<file path="src/rtl/spi_cmd_serializer.sv">
// spi_cmd_serializer
// Turns one register command (rw, address, up to MAX_BYTES payload bytes)
// into the byte stream consumed by spi_master_byte: instruction byte first,
// then payload bytes MSB first. Each command becomes its own SPI frame.
// Between commands have_data stays low until cs_n is released, followed by
// a guard gap.
//
// Optional build macro: SPI_SER_RD_CAPTURE_EN
//   When defined, read commands capture the bytes returned on miso_reg
//   (instruction slot discarded) into rd_data and pulse rd_valid at the end
//   of the frame. When undefined, rd_data and rd_valid are tied to zero.
//
// Handshakes:
//   cmd_valid/cmd_ready - a command transfers on a clk edge where both are 1.
//     cmd_ready depends only on state, never on cmd_valid. A command offered
//     while cmd_ready=0 is neither latched nor queued.
//   have_data/rdreq     - data_o is show-ahead and valid whenever have_data=1.
//     A byte is consumed on a clk edge where both are 1. rdreq while
//     have_data=0 is ignored.
module spi_cmd_serializer #(
    parameter int MAX_BYTES  = 8,
    parameter int GAP_CYCLES = 4,
    parameter int ADDR_W     = 5
) (
    input  logic                   clk,
    input  logic                   rst,
    input  logic                   cmd_valid,
    output logic                   cmd_ready,
    input  logic                   cmd_rw,
    input  logic [ADDR_W-1:0]      cmd_addr,
    input  logic [3:0]             cmd_len,
    input  logic [8*MAX_BYTES-1:0] cmd_data,
    output logic                   have_data,
    output logic [7:0]             data_o,
    input  logic                   rdreq,
    input  logic                   cs_n,
    output logic                   busy,
    output logic                   frame_done,
    input  logic                   wrreq,
    input  logic [7:0]             miso_reg,
    output logic [8*MAX_BYTES-1:0] rd_data,
    output logic                   rd_valid,
    output logic [2:0]             dbg_state
);

    localparam int DW = 8 * MAX_BYTES;
    localparam int CW = $clog2(MAX_BYTES + 1);
    localparam int GW = (GAP_CYCLES > 1) ? $clog2(GAP_CYCLES) : 1;

    typedef enum logic [2:0] {
        S_IDLE    = 3'd0,
        S_INSTR   = 3'd1,
        S_DATA    = 3'd2,
        S_WAIT_CS = 3'd3,
        S_GAP     = 3'd4
    } state_t;

    state_t          r_state;
    logic            r_have_data;
    logic [7:0]      r_data_o;
    logic            r_frame_done;
    logic            r_rw;
    logic [CW-1:0]   r_cnt;
    logic [DW-1:0]   r_payload;
    logic [GW-1:0]   r_gap;

    logic [CW-1:0]   w_len_clamp;
    logic [DW-1:0]   w_payload_aligned;
    logic [DW-1:0]   w_payload_next;
    logic [7:0]      w_instr;

    // Clamp the requested length, left-align the payload so the next byte
    // to send always sits in the top 8 bits, and build the instruction byte.
    always_comb begin
        if (int'(cmd_len) > MAX_BYTES) begin
            w_len_clamp = CW'(MAX_BYTES);
        end else begin
            w_len_clamp = CW'(cmd_len);
        end
        w_payload_aligned = cmd_data << (8 * (MAX_BYTES - int'(w_len_clamp)));
        w_payload_next    = r_payload << 8;
        w_instr           = '0;
        w_instr[ADDR_W-1:0] = cmd_addr;
        w_instr[7]        = cmd_rw;
    end

    // Command FSM: latches the command, presents bytes to the master, then
    // waits for cs_n release and the guard gap before accepting again.
    always_ff @(posedge clk or negedge rst) begin
        if (!rst) begin
            r_state      <= S_IDLE;
            r_have_data  <= 1'b0;
            r_data_o     <= 8'h00;
            r_frame_done <= 1'b0;
            r_rw         <= 1'b0;
            r_cnt        <= '0;
            r_payload    <= '0;
            r_gap        <= '0;
        end else begin
            r_frame_done <= 1'b0;
            case (r_state)
                S_IDLE: begin
                    if (cmd_valid) begin
                        r_rw        <= cmd_rw;
                        r_cnt       <= w_len_clamp;
                        r_payload   <= w_payload_aligned;
                        r_data_o    <= w_instr;
                        r_have_data <= 1'b1;
                        r_state     <= S_INSTR;
                    end
                end
                S_INSTR: begin
                    if (rdreq) begin
                        if (r_cnt != '0) begin
                            r_data_o <= r_payload[DW-1 -: 8];
                            r_state  <= S_DATA;
                        end else begin
                            r_have_data <= 1'b0;
                            r_state     <= S_WAIT_CS;
                        end
                    end
                end
                S_DATA: begin
                    if (rdreq) begin
                        r_payload <= w_payload_next;
                        r_data_o  <= w_payload_next[DW-1 -: 8];
                        r_cnt     <= r_cnt - CW'(1);
                        if (r_cnt == CW'(1)) begin
                            r_have_data <= 1'b0;
                            r_state     <= S_WAIT_CS;
                        end
                    end
                end
                S_WAIT_CS: begin
                    if (cs_n) begin
                        r_gap   <= GW'(GAP_CYCLES - 1);
                        r_state <= S_GAP;
                    end
                end
                S_GAP: begin
                    if (r_gap == '0) begin
                        r_frame_done <= 1'b1;
                        r_state      <= S_IDLE;
                    end else begin
                        r_gap <= r_gap - GW'(1);
                    end
                end
                default: begin
                    r_have_data <= 1'b0;
                    r_state     <= S_IDLE;
                end
            endcase
        end
    end

    assign cmd_ready  = (r_state == S_IDLE);
    assign busy       = (r_state != S_IDLE);
    assign have_data  = r_have_data;
    assign data_o     = r_data_o;
    assign frame_done = r_frame_done;
    assign dbg_state  = r_state;

`ifdef SPI_SER_RD_CAPTURE_EN
    logic [DW-1:0] r_rd_data;
    logic          r_rd_valid;
    logic          r_skip_first;
    logic          w_capture_window;

    assign w_capture_window = (r_state == S_INSTR) || (r_state == S_DATA) ||
                              (r_state == S_WAIT_CS);

    // Read capture: clear on read acceptance, drop the instruction-slot byte,
    // shift later bytes in from the right, flag valid with frame_done.
    always_ff @(posedge clk or negedge rst) begin
        if (!rst) begin
            r_rd_data    <= '0;
            r_rd_valid   <= 1'b0;
            r_skip_first <= 1'b0;
        end else begin
            r_rd_valid <= 1'b0;
            if ((r_state == S_IDLE) && cmd_valid && cmd_rw) begin
                r_rd_data    <= '0;
                r_skip_first <= 1'b1;
            end else if (r_rw && wrreq && w_capture_window) begin
                if (r_skip_first) begin
                    r_skip_first <= 1'b0;
                end else begin
                    r_rd_data <= (r_rd_data << 8) | DW'(miso_reg);
                end
            end
            if ((r_state == S_GAP) && (r_gap == '0) && r_rw) begin
                r_rd_valid <= 1'b1;
            end
        end
    end

    assign rd_data  = r_rd_data;
    assign rd_valid = r_rd_valid;
`else
    logic w_unused;
    assign w_unused = ^{wrreq, miso_reg, r_rw};
    assign rd_data  = '0;
    assign rd_valid = 1'b0;
`endif

endmodule

</file>
<file path="config.mk">
export PLATFORM = sky130hd
export DESIGN_NAME = spi_cmd_serializer
export DESIGN_NICKNAME = d
export VERILOG_FILES = /design/src/rtl/spi_cmd_serializer.sv
export SDC_FILE = /design/constraint.sdc
export NUM_CORES = 1
export LEC_CHECK = 0
export CAP_MARGIN = 0
export CORE_AREA = 10 10 123 125
export DETAILED_ROUTE_END_ITERATION = 8
export DIE_AREA = 0 0 133 135
export GPL_TIMING_DRIVEN = 0
export PLACE_DENSITY = 0.93
export SYNTH_ARGS = -nofsm -noshare
export SYNTH_HDL_FRONTEND = slang
export SYNTH_SLANG_ARGS = --single-unit
</file>
<file path="constraint.sdc">
create_clock -name clk -period 2.65 [get_ports clk]
set_input_delay 0.53 -clock clk [delete_from_list [all_inputs] [get_ports clk]]
set_output_delay 0.53 -clock clk [all_outputs]
set_load 0.03 [all_outputs]
</file>
==> impl_metrics.csv <==
group,metric,value,unit
synth,ys_types,59,
critical_path,reg2reg_slack,0.08,ns
sta,slew_violations,0,
grt,grt_pass1_wl,39200,um
worst_hold_path,hold_class,"in2async",
synth,synthMostInstantiatedCell,"dfrtp_1",
critical_path,cp_slowest_stage_delay,0.26,ns
critical_path,critPathCapture,"r_payload[58]$_DFFE_PN0P_",
routing,num_vias,6894,
critical_path,cp.arrival,2.80,ns
sta,slew_headroom,0.433,
critical_path,cp_common_cell,"buf_6",
sta,grt_setup_unrepaired,"true",
sta,finalCritPeriodShare,0.978,
cts,cts_tree,"built",
routing,first_iter_violations,998,
cts,clockRootBuffer,"clkbuf_16",
final_layout,stdcell_area,8190,sq um
sta,clock_skew,0.0104,ns
cts,cts-buffers-inserted,9,
synth,synth_edf_count,0,
sta,finalHoldViolCount,0,
routing,wl,25900,um
synth,synth_area_leader_cell,"dfrtp_1",
cts,cts_num_sinks,83,
cts,clk_latency,0.36,ns
final_layout,drive_above_1_share,0.181,
floorplanning,coreArea,12600,sq um
final_layout,antennaDiodeCount,0,
routing,first_pass_iters,7,
floorplanning,rows,41,
grt,grt_pass1_vias,6821,
routing,ant_nets,0,
critical_path,worstSetupEndpointType,"flop",
synth,netlist.area_leader.share,0.333,
critical_path,cp_cell_sequence,"clkbuf_4 > nor2b_4 > buf_12 > inv_4 > buf_6 > ha_1 > buf_6 > and2_1 > buf_6 > buf_8 > a21oi_2 > o22a_1 > o221ai_1",
critical_path,cp_slowest_cell,"a21oi_2",
critical_path,critPathLaunchType,"input pin",
floorplanning,die_w,133,um
pwr,powerDensity,893,nW/um^2
floorplanning,io_pins,168,
floorplanning,dieArea,18000,sq um
placement,gp_routability_congestion,1.02,
pwr,p_leak,3.68,nW
grt,grtUsageTotal,0.277,
critical_path,crit_family,"buffers and inverters",
grt,grt_max_degree,72,
pwr,vdd_drop_max,0.546,mV
synth,synth.cell_area,6230,sq um
synth,synthFlopType,"dfrtp_1",
final_layout,final_nets,1002,
critical_path,crit_start,"cmd_len[3]",
grt,grt_overflow_total,0,
outcome,status,"finished, final reports clean",
routing,vias_per_cell,6.34,
placement,preCtsSetupSlack,-0.747,ns
critical_path,cp_max_fo,10,
synth,synth_area_per_cell,8.43,sq um
synth,seq_area_frac_synth,0.333,
sta,setup_viol,0,
sta,worstMarginPinSlew,0.850,ns
final_layout,area_growth,31.4,%
placement,place_area,7710,sq um
flow_run,drv_cap,0,
sta,finalWorstSetupSlack,0.0592,ns
sta,fin_crit,2.59,ns
cts,clkTransAtPathRegs,0.07,ns
synth,ys_warn_count,0,
synth,ys_top_cells_by_count,"83 x dfrtp_1, 75 x a21oi_1, 68 x nand2_1",
critical_path,path_class,"in2reg",
synth,synthArstFlopShare,1.00,
sta,timing.hold.ws,0.0201,ns
grt,grt_antenna_before_repair,0,
floorplanning,start_util,0.496,
cts,htree_num_levels,3,
critical_path,reg2reg_to,"r_payload[26]$_DFFE_PN0P_",
placement,dp_hpwl,18900,um
routing,wire_per_inst,23.8,um
critical_path,worstPathRequired,2.86,ns
synth,synth_cells,739,
synth,synthTopCellsByArea,"dfrtp_1 33%, mux2i_1 8.8%, buf_4 7.8%, a21oi_1 6.0%, nand2_1 4.1%",
placement,port_buffers,91,
critical_path,rr_startpoint,"dbg_state[1]$_DFFE_PN0P_",
synth,yosys_register_bits,83,
floorplanning,dieHeight,135,um
critical_path,r2r_cells,5,
sta,max_freq,0.386,GHz
critical_path,cp_num_buf_inv,7,
routing,drc_errors,0,
critical_path,path_depth,13,
cts,clockBufferDepth,2,
per-stage QoR:
stage / TNS (ns) / instances / total power [W] / util
finish: 0 / 1087 / 0.00731 / 0.652
floorplan: 0 / 803 / 0.00453 / -
detailed placement: -37.53 / 1067 / 0.00582 / 0.613
CTS: -0.00779 / 1087 / 0.00707 / 0.645
global placement: -199.00 / 1066 / 0.00573 / 0.611
global route: -0.00509 / 1087 / 0.00767 / 0.652
sequential cells by signal, indices dropped and copies added (netlist names):
| name | flops |
|---|---|
| data_o | 8 |
| dbg_state | 3 |
| r_cnt | 4 |
| have_data | 1 |
| r_gap | 2 |
| r_payload | 64 |
| frame_done | 1 |
logic make-up after synthesis:
| kind of cell | count (synthesis) | synth area share |
|---|---|---|
| AOI/OAI and AO/OA | 246 | 0.257 |
| and+or+nand+nor | 202 | 0.153 |
| buffers and inverters | 136 | 0.123 |
| DFF | 83 | 0.333 |
| muxes | 65 | 0.123 |
| adders and majority gates | 4 | 0.00803 |
| xor gates and xnor gates | 2 | 0.00281 |
| other | 1 | 0.000602 |
cells in the final DEF, fill, tap and decap left out, types with 4 or more instances in the layout:
master,instances
clkdlybuf4s50_1,88
dfrtp_1,83
buf_4,72
a21oi_1,69
nand2_1,66
conb_1,65
nor2_1,59
mux2i_1,54
o21ai_0,48
clkbuf_1,22
o211ai_1,21
and3_1,20
nand3_1,19
o22ai_1,18
clkbuf_2,17
a22o_1,13
buf_2,10
o22a_1,9
mux4_2,9
a221oi_1,9
a32oi_1,9
clkbuf_16,9
inv_1,8
nand2b_1,7
buf_6,6
o311ai_1,6
o2bb2ai_1,5
o221ai_1,5
nor3_1,4
a31oi_1,4
ha_1,4
worst min-delay path by stage:
stage	start	to	slack (ns)	cells past startpoint
final	rst	r_cnt[1]$_DFFE_PN0P_	0.02	1
after detailed placement	rst	have_data$_DFFE_PN0P_	0.40	1
after CTS	rst	have_data$_DFFE_PN0P_	0.02	1
after global placement	data_o[0]$_DFFE_PN0P_	data_o[0]$_DFFE_PN0P_	0.46	2
after global routing	rst	have_data$_DFFE_PN0P_	0.03	1
after floorplan	rst	data_o[0]$_DFFE_PN0P_	0.23	0
report_power, final:
group | total, W | switching (W) | internal, W
sequential | 0.00223 | 0.000392 | 0.00184
clock | 0.00118 | 0.000542 | 0.000641
combinational | 0.00390 | 0.00248 | 0.00142
worst register-to-register path, stage by stage, from the launching register on:
cell	delay, ns
dfrtp_1	0.47
nor3b_2	0.62
clkbuf_1	0.54
clkbuf_1	0.52
a21oi_1	0.20
o22ai_1	0.14
final cells by class:
class	count	area [sq um]
Buffer	125	866
Timing Repair Buffer	97	975
Tap cell	172	215
Sequential cell	83	2080
Clock inverter	3	22.5
Fill cell	1056	4380
Inverter	10	40.0
Clock buffer	13	240
Multi-Input combinational cell	584	3750
layer usage:
| layer | wire length (um) | GRT usage |
|---|---|---|
| met1 | 9450 | 0.337 |
| met3 | 3590 | 0.0898 |
| met2 | 11600 | 0.435 |
| met5 | 0 | 0 |
| met4 | 1270 | 0.136 |
repair_timing:
| item | 4_1_cts | 5_1_grt |
|---|---|---|
| hold buffers | 0 | 0 |
| buffers inserted | 5 | 0 |
| resized for setup | 40 | 40 |
| setup endpoints to repair | 63 | 64 |
| pin swaps | 2 | 0 |
No activity file was read; power rests on OpenSTA's default activity.
